**src/rtl/mult9x9_pipe_pkg.sv**
```systemverilog
// Shared widths, operand payload and helpers for the registered 9x9 multiplier.
// Optional signed support is enabled by defining MULT9X9_PIPE_SIGNED_EN.
package mult9x9_pkg;

   localparam int unsigned OPA_W  = 9;
   localparam int unsigned OPB_W  = 9;
   localparam int unsigned PROD_W = 18;

   // Operand beat as carried through the operand slice.
   typedef struct packed {
      logic [OPA_W-1:0] a;
      logic [OPB_W-1:0] b;
      logic             sgn;
   } operand_t;

   localparam int unsigned OPERAND_W = $bits(operand_t);

   // Number of register slices, equal to the input-to-output latency in cycles.
   function automatic int unsigned stage_count(input bit reg_input, input bit reg_output);
      return 32'(1) + 32'(reg_input) + 32'(reg_output);
   endfunction

   // Full-width product; sign-extending to the product width makes the truncated
   // unsigned multiply equal to the two's complement product.
   function automatic logic [PROD_W-1:0] mul9x9(input operand_t op);
      logic [PROD_W-1:0] ext_a;
      logic [PROD_W-1:0] ext_b;
      ext_a = op.sgn ? {{(PROD_W-OPA_W){op.a[OPA_W-1]}}, op.a}
                     : {{(PROD_W-OPA_W){1'b0}}, op.a};
      ext_b = op.sgn ? {{(PROD_W-OPB_W){op.b[OPB_W-1]}}, op.b}
                     : {{(PROD_W-OPB_W){1'b0}}, op.b};
      return ext_a * ext_b;
   endfunction

endpackage

```
**src/rtl/mult9x9_pipe_if.sv**
```systemverilog
// Operand/result handshake bundle of mult9x9_pipe.
// SIGNED is present only when MULT9X9_PIPE_SIGNED_EN is defined.
interface mult9x9_pipe_if;
   import mult9x9_pkg::*;

   logic              IN_VALID;
   logic              IN_READY;
   logic [OPA_W-1:0]  A;
   logic [OPB_W-1:0]  B;
`ifdef MULT9X9_PIPE_SIGNED_EN
   logic              SIGNED;
`endif
   logic              OUT_VALID;
   logic              OUT_READY;
   logic [PROD_W-1:0] Z;

   // Producer/consumer side
   modport master (
`ifdef MULT9X9_PIPE_SIGNED_EN
      output SIGNED,
`endif
      output IN_VALID, A, B, OUT_READY,
      input  IN_READY, OUT_VALID, Z
   );

   // Multiplier side
   modport slave (
`ifdef MULT9X9_PIPE_SIGNED_EN
      input  SIGNED,
`endif
      input  IN_VALID, A, B, OUT_READY,
      output IN_READY, OUT_VALID, Z
   );
endinterface

```
**src/rtl/mult9x9_pipe_slice.sv**
```systemverilog
// One valid/ready register slice; accepts when empty or when downstream drains.
module mult9x9_pipe_slice #(
   parameter int unsigned WIDTH = 8
) (
   input  logic             CLK,
   input  logic             RST,
   input  logic             in_valid,
   output logic             in_ready_c,
   input  logic [WIDTH-1:0] in_data,
   output logic             out_valid,
   input  logic             out_ready,
   output logic [WIDTH-1:0] out_data
);

   assign in_ready_c = !out_valid || out_ready;

   // Load on accept; data only moves with a valid beat so it holds otherwise
   always_ff @(posedge CLK or posedge RST) begin
      if (RST) begin
         out_valid <= 1'b0;
         out_data  <= '0;
      end else if (in_ready_c) begin
         out_valid <= in_valid;
         if (in_valid) out_data <= in_data;
      end
   end

endmodule

```
**src/rtl/mult9x9_pipe.sv**
```systemverilog
// Registered 9x9 multiplier: optional operand slice, product slice, optional result slice.
// Define MULT9X9_PIPE_SIGNED_EN to add the SIGNED operand qualifier.
module mult9x9_pipe
   import mult9x9_pkg::*;
#(
   parameter bit REGINPUT  = 1'b1,
   parameter bit REGOUTPUT = 1'b1
) (
   input  logic          CLK,
   input  logic          RST,
   mult9x9_pipe_if.slave bus
);

   operand_t          op_in;
   logic              op_valid;
   operand_t          op_data;
   logic              s0_ready_c;
   logic              s1_ready_c;
   logic              s2_ready_c;
   logic [PROD_W-1:0] prod_c;
   logic              p_valid;
   logic [PROD_W-1:0] p_data;

   // Operand beat assembly
   assign op_in.a = bus.A;
   assign op_in.b = bus.B;
`ifdef MULT9X9_PIPE_SIGNED_EN
   assign op_in.sgn = bus.SIGNED;
`else
   assign op_in.sgn = 1'b0;
`endif

   assign bus.IN_READY = s0_ready_c;

   // S0 operand slice
   generate
      if (REGINPUT) begin : g_s0
         mult9x9_pipe_slice #(.WIDTH(OPERAND_W)) u_s0 (
            .CLK        (CLK),
            .RST        (RST),
            .in_valid   (bus.IN_VALID),
            .in_ready_c (s0_ready_c),
            .in_data    (op_in),
            .out_valid  (op_valid),
            .out_ready  (s1_ready_c),
            .out_data   (op_data)
         );
      end else begin : g_s0_byp
         assign op_valid   = bus.IN_VALID;
         assign op_data    = op_in;
         assign s0_ready_c = s1_ready_c;
      end
   endgenerate

   assign prod_c = mul9x9(op_data);

   // S1 product slice
   mult9x9_pipe_slice #(.WIDTH(PROD_W)) u_s1 (
      .CLK        (CLK),
      .RST        (RST),
      .in_valid   (op_valid),
      .in_ready_c (s1_ready_c),
      .in_data    (prod_c),
      .out_valid  (p_valid),
      .out_ready  (s2_ready_c),
      .out_data   (p_data)
   );

   // S2 result slice
   generate
      if (REGOUTPUT) begin : g_s2
         mult9x9_pipe_slice #(.WIDTH(PROD_W)) u_s2 (
            .CLK        (CLK),
            .RST        (RST),
            .in_valid   (p_valid),
            .in_ready_c (s2_ready_c),
            .in_data    (p_data),
            .out_valid  (bus.OUT_VALID),
            .out_ready  (bus.OUT_READY),
            .out_data   (bus.Z)
         );
      end else begin : g_s2_byp
         assign bus.OUT_VALID = p_valid;
         assign bus.Z         = p_data;
         assign s2_ready_c    = bus.OUT_READY;
      end
   endgenerate

endmodule

```
**src/flat_wrapper.sv**
```systemverilog
// flat-port wrapper written by rule: the top's interface ports become plain ports
module mult9x9_pipe_flat import mult9x9_pkg::*;
#(
   parameter bit REGINPUT  = 1'b1,
   parameter bit REGOUTPUT = 1'b1
)
  (CLK, RST, bus_IN_VALID, bus_A, bus_B, bus_OUT_READY, bus_IN_READY, bus_OUT_VALID, bus_Z);
  mult9x9_pipe_if bus_i ();
  input  logic CLK;
  input  logic RST;
  input wire logic [$bits(bus_i.IN_VALID)-1:0] bus_IN_VALID;
  input wire logic [$bits(bus_i.A)-1:0] bus_A;
  input wire logic [$bits(bus_i.B)-1:0] bus_B;
  input wire logic [$bits(bus_i.OUT_READY)-1:0] bus_OUT_READY;
  output wire logic [$bits(bus_i.IN_READY)-1:0] bus_IN_READY;
  output wire logic [$bits(bus_i.OUT_VALID)-1:0] bus_OUT_VALID;
  output wire logic [$bits(bus_i.Z)-1:0] bus_Z;
  assign bus_i.IN_VALID = bus_IN_VALID;
  assign bus_i.A = bus_A;
  assign bus_i.B = bus_B;
  assign bus_i.OUT_READY = bus_OUT_READY;
  assign bus_IN_READY = bus_i.IN_READY;
  assign bus_OUT_VALID = bus_i.OUT_VALID;
  assign bus_Z = bus_i.Z;
  mult9x9_pipe #(.REGINPUT(REGINPUT), .REGOUTPUT(REGOUTPUT)) u_core (.CLK(CLK), .RST(RST), .bus(bus_i));
endmodule
```
**config.mk**
```make
export PLATFORM = sky130hd
export DESIGN_NAME = mult9x9_pipe_flat
export DESIGN_NICKNAME = d
export VERILOG_FILES = /design/src/rtl/mult9x9_pipe_pkg.sv /design/src/rtl/mult9x9_pipe_if.sv /design/src/rtl/mult9x9_pipe_slice.sv /design/src/rtl/mult9x9_pipe.sv /design/src/flat_wrapper.sv
export SDC_FILE = /design/constraint.sdc
export NUM_CORES = 1
export LEC_CHECK = 0
export CORE_MARGIN = 4
export CORE_UTILIZATION = 50
export DETAILED_ROUTE_END_ITERATION = 7
export HOLD_SLACK_MARGIN = 0.02
export PLACE_DENSITY = 0.69
export SLEW_MARGIN = 20
export SYNTH_ARGS = -nofsm -noshare
export SYNTH_HDL_FRONTEND = slang
export SYNTH_HIERARCHICAL = 1
export SYNTH_SLANG_ARGS = --single-unit
```
**constraint.sdc**
```tcl
create_clock -name CLK -period 12.8 [get_ports CLK]
set_input_delay 1.28 -clock CLK [delete_from_list [all_inputs] [get_ports CLK]]
set_output_delay 1.28 -clock CLK [all_outputs]
set_load 0.05 [all_outputs]
```
# ---- Yosys cells after proc, flatten, opt, wreduce, memory -nomap -nowiden
# Index checks and enable logic that the tools add are counted.
dict set report totals {
  out_inout_bits 20
  input_bits 22
  regBits 57
}
dict set report classes {
  n_reduce_logical 9
  mul 1
}
# cell count
set ops {}
lappend ops {{multiplier 9 x 9 -> 18 bit} 1}
lappend ops {{AND reduction 2 bit} 3}
lappend ops {{logical NOT 1 bit} 3}
lappend ops {{logical OR 1 bit} 3}

# ---- Logic depth before layout (Yosys ltp)
# Gate-level depths: netlist of run 1.
dict set report depth {
  word_depth 5
  depth_mapped 22
  mapped_depth_nobuf 21
}

# ---- Hierarchy
# The synthesis of run 1 kept the hierarchy.
# module cells_per_inst area_per_inst_um2 instances
set by_module_without_submodules {}
lappend by_module_without_submodules {mult9x9_pipe 477 4244.1 1}
lappend by_module_without_submodules {{mult9x9_pipe_slice at u_core.g_s2.u_s2 ...} 42 762.0 2}
lappend by_module_without_submodules {{mult9x9_pipe_slice at u_core.g_s0.u_s0} 44 798.3 1}

# ---- Worst setup path after synthesis of run 1
# OpenSTA, ideal clock, no wires.
dict set report synth_timing {
  path_kind {register to register}
  startpoint {register u_core/g_s0.u_s0/out_data[0] (netlist name)}
  endpoint {register u_core.u_s1.out_data[17]}
  t_required_ps 12675
  t_arrival_ps 5373
  setup_slack_ps 7302
  synth_period_minus_slack_ps 5498
  stages_incl_launch_ff 20
  cell_sequence {dfrtp_1 -> and2_1 -> buf_6 -> nand2_1 -> fa_1 -> fa_1 -> inv_1 -> fa_1 -> fa_1 -> fa_1 -> inv_1 -> fa_1 -> inv_1 -> ha_1 -> a21o_1 -> a21o_1 -> a21oi_1 -> o21ai_0 -> xnor2_1 -> mux2_2}
}
# element line_no
set synth_rtl {}
lappend synth_rtl {{end signal, assigned} mult9x9_pipe_slice.sv:24} ;# if (in_valid) out_data <= in_data;
lappend synth_rtl {{end, declared} mult9x9_pipe_slice.sv:12} ;# output logic [WIDTH-1:0] out_data

# ---- Worst setup path after layout of run 1
dict set report layout_timing {
  startpoint {register u_core.g_s0.u_s0.out_data[18]}
  endpoint {register u_core.u_s1.out_data[17]}
}
dict set report layout_between {
  elab_chain_cells 1
}
# element line_no
set layout_rtl {}
lappend layout_rtl {{start, declared} mult9x9_pipe_slice.sv:12}
lappend layout_rtl {{start signal, assigned} mult9x9_pipe_slice.sv:24}
lappend layout_rtl {{multiplier 9 x 9 -> 18 bit} mult9x9_pipe_pkg.sv:32} ;# return ext_a * ext_b;
lappend layout_rtl {{net u_core.prod_c[17]} mult9x9_pipe.sv:20} ;# logic [PROD_W-1:0] prod_c;
# The timed path passes the listed nets, and every way through them passes these cells.
# A chain may end at the register's enable or synchronous reset.

==> key figures, run 1 <==
Floorplanning
  • Die area: 15000 um^2
  • Core Rows: 41
  • Initial core utilization: 51.6%
  • Core area: 12700 um^2
  • Die Width: 123 um
  • Num ports: 42
  • Die height: 123 um

Clocking
  • CTS tree: yes
  • Sinks on the clock net: 58
  • Worst-path clk slew: 50 ps
  • CTS root buffer: clkbuf_16
  • Post_cts resized: 0
  • Clk_lat worst skew: 320 ps
  • CTS Buf Count: 9
  • H-tree Lvls: 3
  • # Post-CTS Setup Buffers: 0
  • # hold bufs at CTS: 0
  • Clock Path Buffers: 2

Placement
  • HPWL after DPL: 10200 um
  • Port bufs: 41
  • Placed Instances: 799
  • GPL Wtd Cong: 0.839
  • Placement Cell Area: 7090 um^2

Synthesis
  • Top-count cell post-synth: inv_1
  • Synthesized area: 6570 um^2
  • Number of enable flip-flop cells after synthesis: 0
  • Post-synthesis async set-or-reset flop share: 100%
  • Post-synth top cells: inv_1 (135), fa_1 (95), and2_1 (64), dfrtp_1 (58), ha_1 (52)
  • Synth area leader: fa_1
  • Seq/Total Area, Yosys: 22.1%
  • Ys Warns: 6
  • Unique cell type count in the Yosys netlist: 32
  • Number of synthesized register bits: 58
  • Average cell area after synthesis: 10.9 um^2
  • Syn Inst Count: 605
  • Synth top area cells: fa_1 (29%), dfrtp_1 (22%), ha_1 (9.9%), inv_1 (7.7%), mux2_4 (6.9%)
  • Post-Syn Nets: 774
  • Post-synth top area share: 29.0%
  • Top_reg_cell synth: dfrtp_1

Final layout
  • Synth-to-layout area growth: 12.1%
  • Design Area, Final: 7360 um^2
  • Layout cells sized above 1: 13.1%
  • Cell Count, Final, Fillers Out: 814
  • Nets: 807
  • Final core occ: 57.9%
  • Antenna cells: 0

Global route
  • Congestion Overflow GR: 0
  • Vias in the first global route: 4678
  • Largest net degree at the start of global routing: 21
  • Initial antenna violation count: 0
  • Global Route Usage Sum: 18.9%
  • First-pass GRT wire length: 22200 um

STA
  • Fin. max-slew vios: 0
  • Worst Clk Skew: 5.38 ps
  • Actual slew at the worst max-slew pin: 780 ps
  • Max_slew headroom: 47.9%
  • Final period util: 46.4%
  • Final TNS setup: 0 ps
  • Max Fclk: 168 MHz
  • Period minus WS final: 5940 ps
  • RSZ-0062 raised after global routing: false
  • Finish-stage setup viols: 0
  • Hold Vio Cnt, Final: 0

Critical path
  • Worst reg2reg path endpoint: u_core/u_s1/out_data[17]
  • Reg2reg setup slack: 6860 ps
  • Crit-path max FO: 13
  • Critical Path RT: 13000 ps
  • Critical Path AT: 6150 ps
  • FF-to-FF path depth: 18
  • CP Class: reg -> reg
  • Reg2reg start: u_core/g_s0.u_s0/out_data[18]
  • CP Launch Type: flop
  • Critical Path End Type: flop

Run status
  • Run status: completed

Routing
  • Final ANT Viol Nets: 0
  • Drt drc: 0
  • Wire per inst: 15.3 um
  • Pre-antenna DRT Iters: 4
  • Drt initial violations: 138
  • Drt via density: 4.94
  • Total Routed Length: 12500 um
  • Via count: 4022

Min path
  • Hold Path Class: reg -> reg
  • Min-Delay Endpoint: u_core/g_s2.u_s2/out_data[2]
  • Hold Crit Depth: 1
  • Hold Path Origin: u_core/g_s2.u_s2/out_data[2]

Run
  • MaxCap Viol Count: 0
[layer usage]
layer | global-route usage, % | vias to the layer above | wire length [um]
li1 | - | 1893 | -
met1 | 24.7 | 2048 | 5650
met2 | 33.1 | 69 | 6270
met3 | 3.04 | 12 | 405
met4 | 4.55 | 0 | 150
met5 | 0 | - | 0
[placed cells by master (no fill, tap or decap), types with 9 or more instances in the layout]
master / count
clkdlybuf4s50_1: 41
dfrtp_1: 58
mux2_4: 30
inv_1: 135
fa_1: 95
mux2_2: 25
ha_1: 52
clkbuf_16: 9
a21oi_1: 11
xnor2_1: 28
and2_1: 64
nand2_1: 34
[how the worst max path moves through the flow]
stage                                        from                        to  slack (ps)  depth (start not counted)
floorplan            u_core/g_s0.u_s0/out_data[0]  u_core/u_s1/out_data[17]        7300                         19
global placement    u_core/g_s0.u_s0/out_data[18]  u_core/u_s1/out_data[17]        7020                         18
detailed placement  u_core/g_s0.u_s0/out_data[18]  u_core/u_s1/out_data[17]        6830                         18
CTS                 u_core/g_s0.u_s0/out_data[18]  u_core/u_s1/out_data[17]        6820                         18
global route        u_core/g_s0.u_s0/out_data[18]  u_core/u_s1/out_data[17]        6570                         18
finish              u_core/g_s0.u_s0/out_data[18]  u_core/u_s1/out_data[17]        6860                         18
[registers in the layout, indices dropped and copies added, names as in the netlist]
name and cells:
u_core/u_s1/out_data 18, u_core/g_s0.u_s0/out_valid 1, u_core/g_s2.u_s2/out_valid 1, u_core/g_s0.u_s0/out_data 19, u_core/u_s1/out_valid 1, u_core/g_s2.u_s2/out_data 18
[cells by family after synthesis]
| logic type | count (synthesis) | synth area share [%] |
|---|---|---|
| fa+ha+maj | 147 | 38.9 |
| xor+xnor | 34 | 4.54 |
| flops | 58 | 22.1 |
| mux | 55 | 11.1 |
| simple gates | 128 | 11.3 |
| other cells | 1 | 0.0571 |
| buf+inv | 154 | 9.26 |
| compound gates | 28 | 2.69 |
[worst max-delay path: stages, from the launching register on]
cell and delay (ps):
dfrtp_1 530, and2_1 310, nand2_1 190, fa_1 650
fa_1 580, inv_1 60, fa_1 520, fa_1 450
fa_1 560, inv_1 60, fa_1 540, inv_1 40
ha_1 350, a21o_1 190, a21o_1 170, a21oi_1 120
o21ai_0 110, xnor2_1 140, mux2_2 260
[layout make-up]
cell class	count	area [um^2]
timing repair buffer	41	410
tap	172	215
clock inverter	3	15.0
sequential	58	1450
inverter	135	507
fill	1118	5360
multi-input combinational	393	4510
clock buffer	12	256
[metrics by stage]
step	hold WS, ps	setup WS [ps]
after floorplan	475	7300
after global placement	485	7020
after detailed placement	492	6830
after CTS	502	6820
final	500	6860
after global routing	512	6570
Power of run 1 is left out: the tool's default activity adds up to more than one toggle a clock period on the data nets, which glitch-free logic cannot reach.
==> run 2: changes to the inputs <==
--- a/config.mk
+++ b/config.mk
@@ -9,7 +9,7 @@
 export CORE_UTILIZATION = 50
 export DETAILED_ROUTE_END_ITERATION = 7
 export HOLD_SLACK_MARGIN = 0.02
-export PLACE_DENSITY = 0.69
+export PLACE_DENSITY = 0.72
 export SLEW_MARGIN = 20
 export SYNTH_ARGS = -nofsm -noshare
 export SYNTH_HDL_FRONTEND = slang
==> constraint.sdc (replaced) <==
create_clock -name CLK -period 5.1 [get_ports CLK]
set_input_delay 0.51 -clock CLK [delete_from_list [all_inputs] [get_ports CLK]]
set_output_delay 0.51 -clock CLK [all_outputs]
set_load 0.05 [all_outputs]
==> run 2 against run 1 <==
Compared with the run above:
- the run now ends with negative setup slack left
- sequential share of layout area down 1.8 points
- register-to-register slack worse by 6900 ps
- critical endpoint is now u_core/u_s1/out_data[16]
- routed wire length up 8.5%
- non-clock buffer count up 59
- critical path type unchanged
- global-route usage up 0.86 points
- die area unchanged
- first-iteration DRC count up 26%
==> key figures, run 2 (synthesis gave the netlist of run 1 again) <==
Min path
  • Hold Path Class: reg -> reg
  • Hold Path Origin: u_core/g_s2.u_s2/out_data[1]

Routing
  • Wire per inst: 15.5 um (+1.0%)
  • Final ANT Viol Nets: 0 (unchanged)
  • Via count: 4301 (+6.9%)
  • Drt drc: 0 (unchanged)
  • Pre-antenna DRT Iters: 4 (unchanged)
  • Drt via density: 4.92 (-0.40%)
  • Total Routed Length: 13500 um (+8.5%)
  • Drt initial violations: 174 (+26%)

Floorplanning
  • Die area: 15000 um^2 (unchanged)
  • Die Width: 123 um (unchanged)
  • Core area: 12700 um^2 (unchanged)
  • Die height: 123 um (unchanged)
  • Core Rows: 41 (unchanged)
  • Num ports: 42 (unchanged)
  • Initial core utilization: 51.6% (unchanged)

Final layout
  • Cell Count, Final, Fillers Out: 874 (+7.4%)
  • Most common cell after layout, fill and taps aside: inv_1
  • Footprint of the multi-input gates: 4750 um^2 (+5.5%)
  • Reg area: 1460 um^2 (+0.60%)
  • Largest Register: u_core/g_s0.u_s0/out_data
  • Nets: 866 (+7.3%)
  • Layout cells sized above 1: 28.6% (+16 points)
  • Most frequent cells in the layout: inv_1 (127), fa_1 (89), and2_1 (57)
  • Synth-to-layout area growth: 23.9%
  • Antenna cells: 0 (unchanged)
  • Fill count: 1045 (-6.5%)
  • Largest register FFs: 19 (unchanged)
  • Top Registers: u_core/g_s0.u_s0/out_data x19, u_core/g_s2.u_s2/out_data x18, u_core/u_s1/out_data x18

Critical path
  • Critical Path RT: 5310 ps (-7690 ps)
  • Reg2reg start: u_core/g_s0.u_s0/out_data[9]
  • Top cell by count, worst path: fa_1
  • Worst path cell trace: buf_6 -> buf_6 -> and2_4 -> fa_1 -> fa_1 -> ha_4 -> ha_4 -> inv_2 -> fa_1 -> inv_2 -> fa_1 -> ha_4 -> a21o_1 -> a221oi_2 -> o21ai_2 -> nand2_1 -> o21ai_1 -> a21oi_1 -> xnor2_1 -> mux2_2
  • CP Launch Point: u_core/g_s0.u_s0/out_data[9]
  • CP Launch Type: flop
  • Crit-path max FO: 8 (-5)
  • Critical Path End Type: flop
  • Critical Path AT: 5380 ps (-770 ps)
  • Critical path's slowest cell: fa_1
  • CP Class: reg -> reg
  • Delay of the slowest critical-path stage: 580 ps (-70 ps)

Clocking
  • H-tree Lvls: 3 (unchanged)
  • CTS root buffer: clkbuf_16
  • Sinks on the clock net: 58 (unchanged)
  • Worst-path clk slew: 50 ps (about the same)
  • Clk_lat worst skew: 330 ps (about the same)
  • CTS tree: yes
  • CTS Buf Count: 9 (unchanged)
  • Clock Path Buffers: 2 (unchanged)

Global route
  • First-pass GRT wire length: 23000 um (+3.6%)
  • Initial antenna violation count: 0 (unchanged)
  • Vias in the first global route: 4801 (+2.6%)
  • Global Route Usage Sum: 19.8% (+0.86 points)
  • Congestion Overflow GR: 0 (unchanged)
  • Largest net degree at the start of global routing: 21 (unchanged)

STA
  • Fin. max-slew vios: 0 (unchanged)
  • Max Fclk: 193 MHz (+15%)
  • RSZ-0062 raised after global routing: true
  • Final period util: 101% (+55 points)
  • Worst Clk Skew: 4.77 ps (-0.611 ps)
  • Max_slew headroom: 47.8% (-0.17 points)
  • Hold Vio Cnt, Final: 0 (unchanged)
  • Worst Slack Setup Final: -69.8 ps (-6930 ps)
  • Finish-stage setup viols: 4 (+4)
  • Actual slew at the worst max-slew pin: 782 ps (+2.48 ps)
  • Period minus WS final: 5170 ps (-774 ps)

Run
  • MaxCap Viol Count: 0 (unchanged)

Placement
  • GPL Wtd Cong: 0.850 (+1.3%)
  • Placed Instances: 847 (+6.0%)
  • Port bufs: 41 (unchanged)
  • HPWL after DPL: 11200 um (+8.8%)

Run status
  • Violated checks: negative setup slack
  • Run status: complete, but fails checks
[run 2: worst paths after layout]
check | to | slack [ps] | depth (start not counted)
max | u_core/u_s1/out_data[16] | -70 | 20
min | u_core/g_s2.u_s2/out_data[1] | 500 | 1
max reg2reg | u_core/u_s1/out_data[16] | -70 | 20
min reg2reg | u_core/g_s2.u_s2/out_data[1] | 500 | 1
max in group asynchronous | u_core/u_s1/out_data[15] | 3900 | 2
min in group asynchronous | u_core/g_s0.u_s0/out_data[2] | 680 | 2
[run 2: repair_timing]
item                       4_1_cts  5_1_grt
buffers inserted                 6        6
hold buffers                     0        0
setup endpoints to repair        6        6
pin swaps                       19       19
resized for setup               27       35
[run 2: area by class of cell]
type | instances | area share, %
repair buffers | 100 | 10.8
multi-input cells | 393 | 58.5
inverters | 135 | 6.23
clock inverters | 5 | 0.954
clock buffers | 11 | 2.98
flip-flops and latches | 58 | 18.0
well taps | 172 | 2.65
[run 2: worst max-delay path: cells and delay by family (launching register included)]
family / cells / cell delay [ps]
fa+ha+maj: 7 / 2870
compound gates: 5 / 810
xor+xnor: 1 / 70
buf+inv: 4 / 330
mux: 1 / 250
simple gates: 2 / 250
flops: 1 / 450
[run 2: per-layer routing]
| metal | routed length (um) | up-vias | track usage [%] | part of all wire (%) |
|---|---|---|---|---|
| met5 | 0 | - | 0 | 0 |
| met4 | 379 | 0 | 7.00 | 2.8 |
| met3 | 424 | 34 | 3.55 | 3.1 |
| met2 | 6800 | 82 | 34.4 | 50 |
| met1 | 5930 | 2169 | 24.8 | 44 |
| li1 | - | 2016 | - | - |
[run 2: stage by stage]
| stage | hold WS, ps | area (um^2) | TNS (ps) | utilization (%) | worst slack, ps |
|---|---|---|---|---|---|
| 6_report | 505 | 8130 | -97.3 | 63.9 | -69.8 |
| 3_5_place_dp | 494 | 7500 | -528 | 59.0 | -178 |
| 4_1_cts | 505 | 7950 | -52.5 | 62.5 | -30.4 |
| 2_1_floorplan | 461 | 6620 | 0 | - | 0.783 |
| 3_3_place_gp | 484 | 7500 | -119 | 59.0 | -89.4 |
| 5_1_grt | 522 | 8130 | -496 | 63.9 | -162 |
Power of run 2 is left out for the same reason.
